**config.mk**
```make
export PLATFORM = sky130hd
export DESIGN_NAME = upload_frame_packer
export DESIGN_NICKNAME = d
export VERILOG_FILES = /design/src/rtl/upload_frame_packer.sv
export SDC_FILE = /design/constraint.sdc
export NUM_CORES = 1
export LEC_CHECK = 0
export ABC_AREA = 0
export BUFFER_PORTS_ARGS = -buffer_cell sky130_fd_sc_hd__buf_2
export CAP_MARGIN = 10
export CORE_UTILIZATION = 63
export CTS_CLUSTER_SIZE = 25
export DETAILED_ROUTE_END_ITERATION = 12
export GPL_ROUTABILITY_DRIVEN = 1
export PLACE_DENSITY = 0.8
export SKIP_LAST_GASP = 1
export SYNTH_ARGS = -nofsm -noshare
export SYNTH_HDL_FRONTEND = slang
export SYNTH_SLANG_ARGS = --single-unit
```
**constraint.sdc**
```tcl
create_clock -name clk -period 4.22 [get_ports clk]
set_input_delay 0 -clock clk [delete_from_list [all_inputs] [get_ports clk]]
set_output_delay 0 -clock clk [all_outputs]
set_load 0.05 [all_outputs]
```
**src/rtl/upload_frame_packer.sv**
```systemverilog
// Packs single-byte handler uploads into AA 55 SRC LEN_H LEN_L payload CSUM frames
// for the host transmitter. Upload side never stalls: overflow bytes are pended or dropped.
//
// state     | meaning
// ----------+---------------------------------------------------------------
// S_IDLE    | empty, waiting for the first byte of a frame
// S_COLLECT | filling payload buffer; closes on timeout, full buffer or new source
// S_HDR0    | sync byte 0xAA (tx_valid raised on the cycle after entry)
// S_HDR1    | sync byte 0x55
// S_SRC     | source code of the frame
// S_LEN_H   | payload length, high byte
// S_LEN_L   | payload length, low byte
// S_PAY     | payload bytes buf[0..count-1]
// S_CSUM    | mod-256 sum of SRC, LEN_H, LEN_L and payload
module upload_frame_packer #(
  parameter int PAYLOAD_MAX  = 64,
  parameter int IDLE_TIMEOUT = 50000
) (
  input  logic       clk,
  input  logic       rst,
  input  logic       upload_req,
  input  logic       upload_valid,
  input  logic [7:0] upload_data,
  input  logic [7:0] upload_source,
  output logic [7:0] tx_data,
  output logic       tx_valid,
  input  logic       tx_ready,
  output logic       busy,
  output logic [7:0] drop_cnt
);

  localparam int IDX_W = (PAYLOAD_MAX > 1) ? $clog2(PAYLOAD_MAX) : 1;
  localparam int TMR_W = $clog2(IDLE_TIMEOUT + 1);
  localparam logic [15:0]      CNT_MAX  = 16'(PAYLOAD_MAX);
  localparam logic [TMR_W-1:0] TMR_LAST = TMR_W'(IDLE_TIMEOUT - 1);

  typedef enum logic [3:0] {
    S_IDLE, S_COLLECT, S_HDR0, S_HDR1, S_SRC, S_LEN_H, S_LEN_L, S_PAY, S_CSUM
  } state_t;

  state_t           state, state_nxt;
  logic [7:0]       buf_mem [PAYLOAD_MAX];
  logic [15:0]      count;
  logic [15:0]      rd_idx;
  logic [TMR_W-1:0] timer;
  logic [7:0]       cur_src;
  logic [7:0]       csum;
  logic             pend_vld;
  logic [7:0]       pend_data;
  logic [7:0]       pend_src;

  logic offer, hs, full, same_src, last_pay;
  logic col_acc, load_new, load_pend, to_pend, drop;

  always_comb begin
    offer     = upload_req && upload_valid;
    hs        = tx_valid && tx_ready;
    full      = (count == CNT_MAX);
    same_src  = (upload_source == cur_src);
    last_pay  = (rd_idx == count);
    col_acc   = (state == S_COLLECT) && offer && !full && same_src;
    load_pend = (state == S_CSUM) && hs && pend_vld;
    // An empty slot at frame end lets a byte arriving on that very cycle open the next frame.
    load_new  = offer && ((state == S_IDLE) || ((state == S_CSUM) && hs && !pend_vld));
    to_pend   = offer && !load_new && !col_acc && (!pend_vld || load_pend);
    drop      = offer && !load_new && !col_acc && pend_vld && !load_pend;
  end

  always_comb begin
    state_nxt = state;
    case (state)
      S_IDLE:    if (offer) state_nxt = S_COLLECT;
      S_COLLECT: begin
        if (offer) begin
          if (full || !same_src) state_nxt = S_HDR0;
        end else if (full || (timer == TMR_LAST)) begin
          state_nxt = S_HDR0;
        end
      end
      S_HDR0:    if (hs) state_nxt = S_HDR1;
      S_HDR1:    if (hs) state_nxt = S_SRC;
      S_SRC:     if (hs) state_nxt = S_LEN_H;
      S_LEN_H:   if (hs) state_nxt = S_LEN_L;
      S_LEN_L:   if (hs) state_nxt = S_PAY;
      S_PAY:     if (hs && last_pay) state_nxt = S_CSUM;
      S_CSUM:    if (hs) state_nxt = (load_pend || load_new) ? S_COLLECT : S_IDLE;
      default:   state_nxt = S_IDLE;
    endcase
  end

  always_ff @(posedge clk or posedge rst) begin
    if (rst) state <= S_IDLE;
    else     state <= state_nxt;
  end

  always_ff @(posedge clk) begin
    if (load_new)       buf_mem[0] <= upload_data;
    else if (load_pend) buf_mem[0] <= pend_data;
    else if (col_acc)   buf_mem[count[IDX_W-1:0]] <= upload_data;
  end

  always_ff @(posedge clk or posedge rst) begin
    if (rst) begin
      count     <= '0;
      timer     <= '0;
      cur_src   <= '0;
      pend_vld  <= 1'b0;
      pend_data <= '0;
      pend_src  <= '0;
      drop_cnt  <= '0;
    end else begin
      if (load_new) begin
        cur_src <= upload_source;
        count   <= 16'd1;
      end else if (load_pend) begin
        cur_src <= pend_src;
        count   <= 16'd1;
      end else if (col_acc) begin
        count <= count + 16'd1;
      end else if ((state == S_CSUM) && hs) begin
        count <= '0;
      end

      timer <= ((state == S_COLLECT) && (state_nxt == S_COLLECT) && !offer) ? timer + 1'b1 : '0;

      if (to_pend) begin
        pend_vld  <= 1'b1;
        pend_data <= upload_data;
        pend_src  <= upload_source;
      end else if (load_pend) begin
        pend_vld <= 1'b0;
      end

      if (drop && (drop_cnt != 8'hFF)) drop_cnt <= drop_cnt + 8'd1;
    end
  end

  // Next byte is loaded on the handshake itself so a ready sink sees back-to-back valid cycles.
  always_ff @(posedge clk or posedge rst) begin
    if (rst) begin
      tx_data  <= '0;
      tx_valid <= 1'b0;
      rd_idx   <= '0;
      csum     <= '0;
    end else if ((state == S_HDR0) && !tx_valid) begin
      tx_valid <= 1'b1;
      tx_data  <= 8'hAA;
      csum     <= '0;
    end else if (hs) begin
      case (state)
        S_HDR0:  tx_data <= 8'h55;
        S_HDR1:  tx_data <= cur_src;
        S_SRC: begin
          tx_data <= count[15:8];
          csum    <= csum + tx_data;
        end
        S_LEN_H: begin
          tx_data <= count[7:0];
          csum    <= csum + tx_data;
        end
        S_LEN_L: begin
          tx_data <= buf_mem[0];
          rd_idx  <= 16'd1;
          csum    <= csum + tx_data;
        end
        S_PAY: begin
          csum <= csum + tx_data;
          if (last_pay) begin
            tx_data <= csum + tx_data;
          end else begin
            tx_data <= buf_mem[rd_idx[IDX_W-1:0]];
            rd_idx  <= rd_idx + 16'd1;
          end
        end
        S_CSUM:  tx_valid <= 1'b0;
        default: ;
      endcase
    end
  end

  assign busy = (state != S_IDLE) || pend_vld;

endmodule

```
==> impl_metrics.toml <==
[route]
routed-via-count = 15800
drc = 2
avgRoutedWirePerCell_um = 29.3
final_antenna_net_count = 0
wirelength_um = 66400
viasPerCell = 6.96
dr.pass1.iters = 12
drt_iter0_drc = 2555

[timing]
min_period_ns = 3.47
fmax_mhz = 288
worstMarginPinSlew_ns = 1.15
setup_viol = 0
skew_ns = 0.0167
setup_ws_ns = 0.746
final_hold_viol_count = 0
rsz0062_at_grt = "no"
tns_ns = 0
slew_viol_final = 0
period_share_pct = 82.3
relSlewSlack_pct = 21.2

[run]
drv_cap = 0

[pwr]
switching_share_pct = 32.9
p_seq_share_pct = 42.0
ir_worst_vdd_v = 0.000351
p_comb_share_pct = 28.8
p_leak_nw = 10.1
clkPwrFrac_pct = 29.3
intPower_w = 0.0117
switchingPower_w = 0.00575
p_per_area_nw_per_um2 = 601

[worst_setup_path]
cp_cell_sequence = "and2b_4 -> nand2_1 -> or2_2 -> nor2_2 -> nand4_1 -> nor2_1"
cp.required_ns = 4.46
worst-setup-path-type = "reg2reg"
slowest_stage = "nor2_1"
cp_slowest_stage_delay_ns = 0.74
crit_arrival_ns = 3.72
crit_fanout = 23
critical_path.startpoint_type = "flop"
worstSetupEndpointType = "flop"

[yosys]
syn-instance-count = 1619
synth_area_leaders = "edfxtp_1 58%, dfrtp_1 9.6%, mux4_2 7.7%, mux4_1 3.0%, nor2_1 1.6%"
async_flop_share_pct = 16.6
syn_area_um2 = 26500
yosysMostFrequentCell = "edfxtp_1"
ys_seq_elements = 614
synth_edf_count = 512
yosysTopAreaCell = "edfxtp_1"
synth_ff_type = "edfxtp_1"
synthDistinctLibCells = 86
synth_area_per_cell_um2 = 16.3
syn_nets = 1653
yosys_warnings = 0
yosysSeqAreaShare_pct = 67.8
synthTopCellsByCount = "512 x edfxtp_1, 116 x nor2_1, 102 x dfrtp_1"
synth_top_area_share_pct = 58.1

[clocking]
cts_htree_levels = 2
cts-root-buf = "clkbuf_16"
path_clk_slew_ns = 0.06
cts.sinks = 614
cts_tree = "yes"
clock_latency_ns = 0.63
cts_buffers = 60
cts-resized-gates = 0
post_cts_buffers = 0
cts_hold_buffers = 18
cts_buffer_depth = 3

[global_routing]
grt_usage_pct = 32.0
grt_max_degree = 65
grt.overflow.total = 0
grt_pass1_wl_um = 98000
antenna_found_initial = 2
grt_pass1_vias = 15400

[run_status]
violations = "DRC"
status = "finished with violations"

[final_layout]
fin_cells = 2268
drive_gt1_share_pct = 18.6
syn_to_final_growth_pct = 10.1
nets = 1722

[die]
core-area_um2 = 41100
dieArea_um2 = 42800
die_width_um = 207
start_util_pct = 64.4
die_y_um = 207
rows = 74
io_pins = 39

[placement]
dp_hpwl_um = 41100
dp_cells = 2140
port_buffers = 38
pre_cts_slack_ns = 0.826
place_congestion = 0.954

[min_path]
hold_class = "in2async"
==> worst paths after layout <==
kind                                     start        endpoint  slack [ns]  cells past startpoint
min in group clk                upload_data[4]    pend_data[4]        0.17                      3
worst max-delay path                  state[3]  buf_mem[28][5]        0.75                      6
worst min register to register        timer[0]        timer[0]        0.48                      1
worst max register to register        state[3]  buf_mem[28][5]        0.75                      6
max in group asynchronous                  rst       rd_idx[1]        3.07                      4
worst min-delay path                       rst     drop_cnt[2]        0.07                      3
==> routing by layer <==
layer,up-vias,global-route usage (%),routed length [um]
met4,2,13.6,2780
met2,1016,49.6,31200
li1,6549,-,-
met3,197,6.20,6850
met5,-,0,9
met1,8017,45.1,25500
==> final cells by class <==
type | instances | area (um2)
Sequential cell | 614 | 17900
Clock inverter | 32 | 268
Inverter | 32 | 123
Tap cell | 532 | 666
Timing Repair Buffer | 101 | 746
Multi-Input combinational cell | 879 | 7810
Antenna cell | 1 | 2.50
Fill cell | 2457 | 12000
Clock buffer | 77 | 1590
==> flip-flops by register name (all words and copies together) (netlist names), 4 cells and up <==
register,count
buf_mem,512
count,16
csum,8
cur_src,8
drop_cnt,8
pend_data,8
pend_src,8
rd_idx,16
state,4
timer,16
tx_data,8
==> kinds of logic (layout without fill, tap and decap cells) <==
logic type | count (synthesis) | after routing | synth area share [%]
AND/OR/NAND/NOR | 412 | 412 | 7.64
other | 0 | 1 | 0
flip-flops | 614 | 614 | 67.8
AO/OA/AOI/OAI | 186 | 186 | 5.08
buffers and inverters | 126 | 242 | 2.84
XOR/XNOR | 72 | 72 | 2.38
adder cells (fa/ha/maj) | 13 | 13 | 0.643
multiplexers | 196 | 196 | 13.7
==> worst max-delay path: cells and delay by family, from the launching register on <==
kind,cells,cell delay (ns)
flip-flops,1,0.60
AND/OR/NAND/NOR,6,2.49
==> stage by stage <==
step	hold WS [ns]	power (W)	utilization, %	cell area (um2)
after floorplan	0.125	0.0110	-	26500
after global placement	0.188	0.0122	65.9	27100
after detailed placement	0.203	0.0123	65.9	27100
after CTS	0.0906	0.0174	70.9	29100
after global routing	0.174	0.0180	70.9	29100
final	0.0655	0.0175	70.9	29100
==> cells in the final DEF, fill, tap and decap left out, types with 6 or more instances in the layout <==
cell / synthesis / layout
a2111oi_0: 9 / 9
a211oi_1: 12 / 12
a21oi_1: 25 / 25
a221oi_1: 8 / 8
a222oi_1: 8 / 8
a22o_1: 10 / 10
a22oi_1: 8 / 8
a31oi_1: 15 / 15
and3_1: 14 / 14
buf_2: 25 / 38
buf_4: 8 / 42
clkbuf_1: 34 / 16
clkbuf_16: 0 / 61
clkinv_1: 0 / 8
clkinv_2: 0 / 12
dfrtp_1: 102 / 99
dlygate4sd3_1: 0 / 18
edfxtp_1: 512 / 512
ha_1: 12 / 12
inv_1: 31 / 30
mux2_2: 33 / 33
mux2i_1: 43 / 43
mux4_1: 30 / 30
mux4_2: 90 / 90
nand2_1: 84 / 84
nand2b_1: 7 / 7
nand3_1: 57 / 57
nand4_1: 13 / 13
nor2_1: 116 / 116
nor2b_1: 14 / 14
nor3_1: 38 / 38
nor4_1: 18 / 14
nor4_2: 2 / 6
o21ai_0: 33 / 33
o22ai_1: 10 / 10
or3_1: 10 / 10
or4_1: 6 / 6
xnor2_1: 38 / 38
xor2_1: 34 / 34
==> power groups by stage <==
| stage | Combinational, W | Sequential [W] | Clock, W |
|---|---|---|---|
| 2_1_floorplan | 0.00370 | 0.00735 | 0 |
| 3_3_place_gp | 0.00477 | 0.00744 | 0 |
| 3_5_place_dp | 0.00486 | 0.00746 | 0 |
| 4_1_cts | 0.00493 | 0.00733 | 0.00515 |
| 5_1_grt | 0.00527 | 0.00738 | 0.00536 |
| 6_report | 0.00504 | 0.00734 | 0.00512 |
Power figures use the tool's default switching activity.
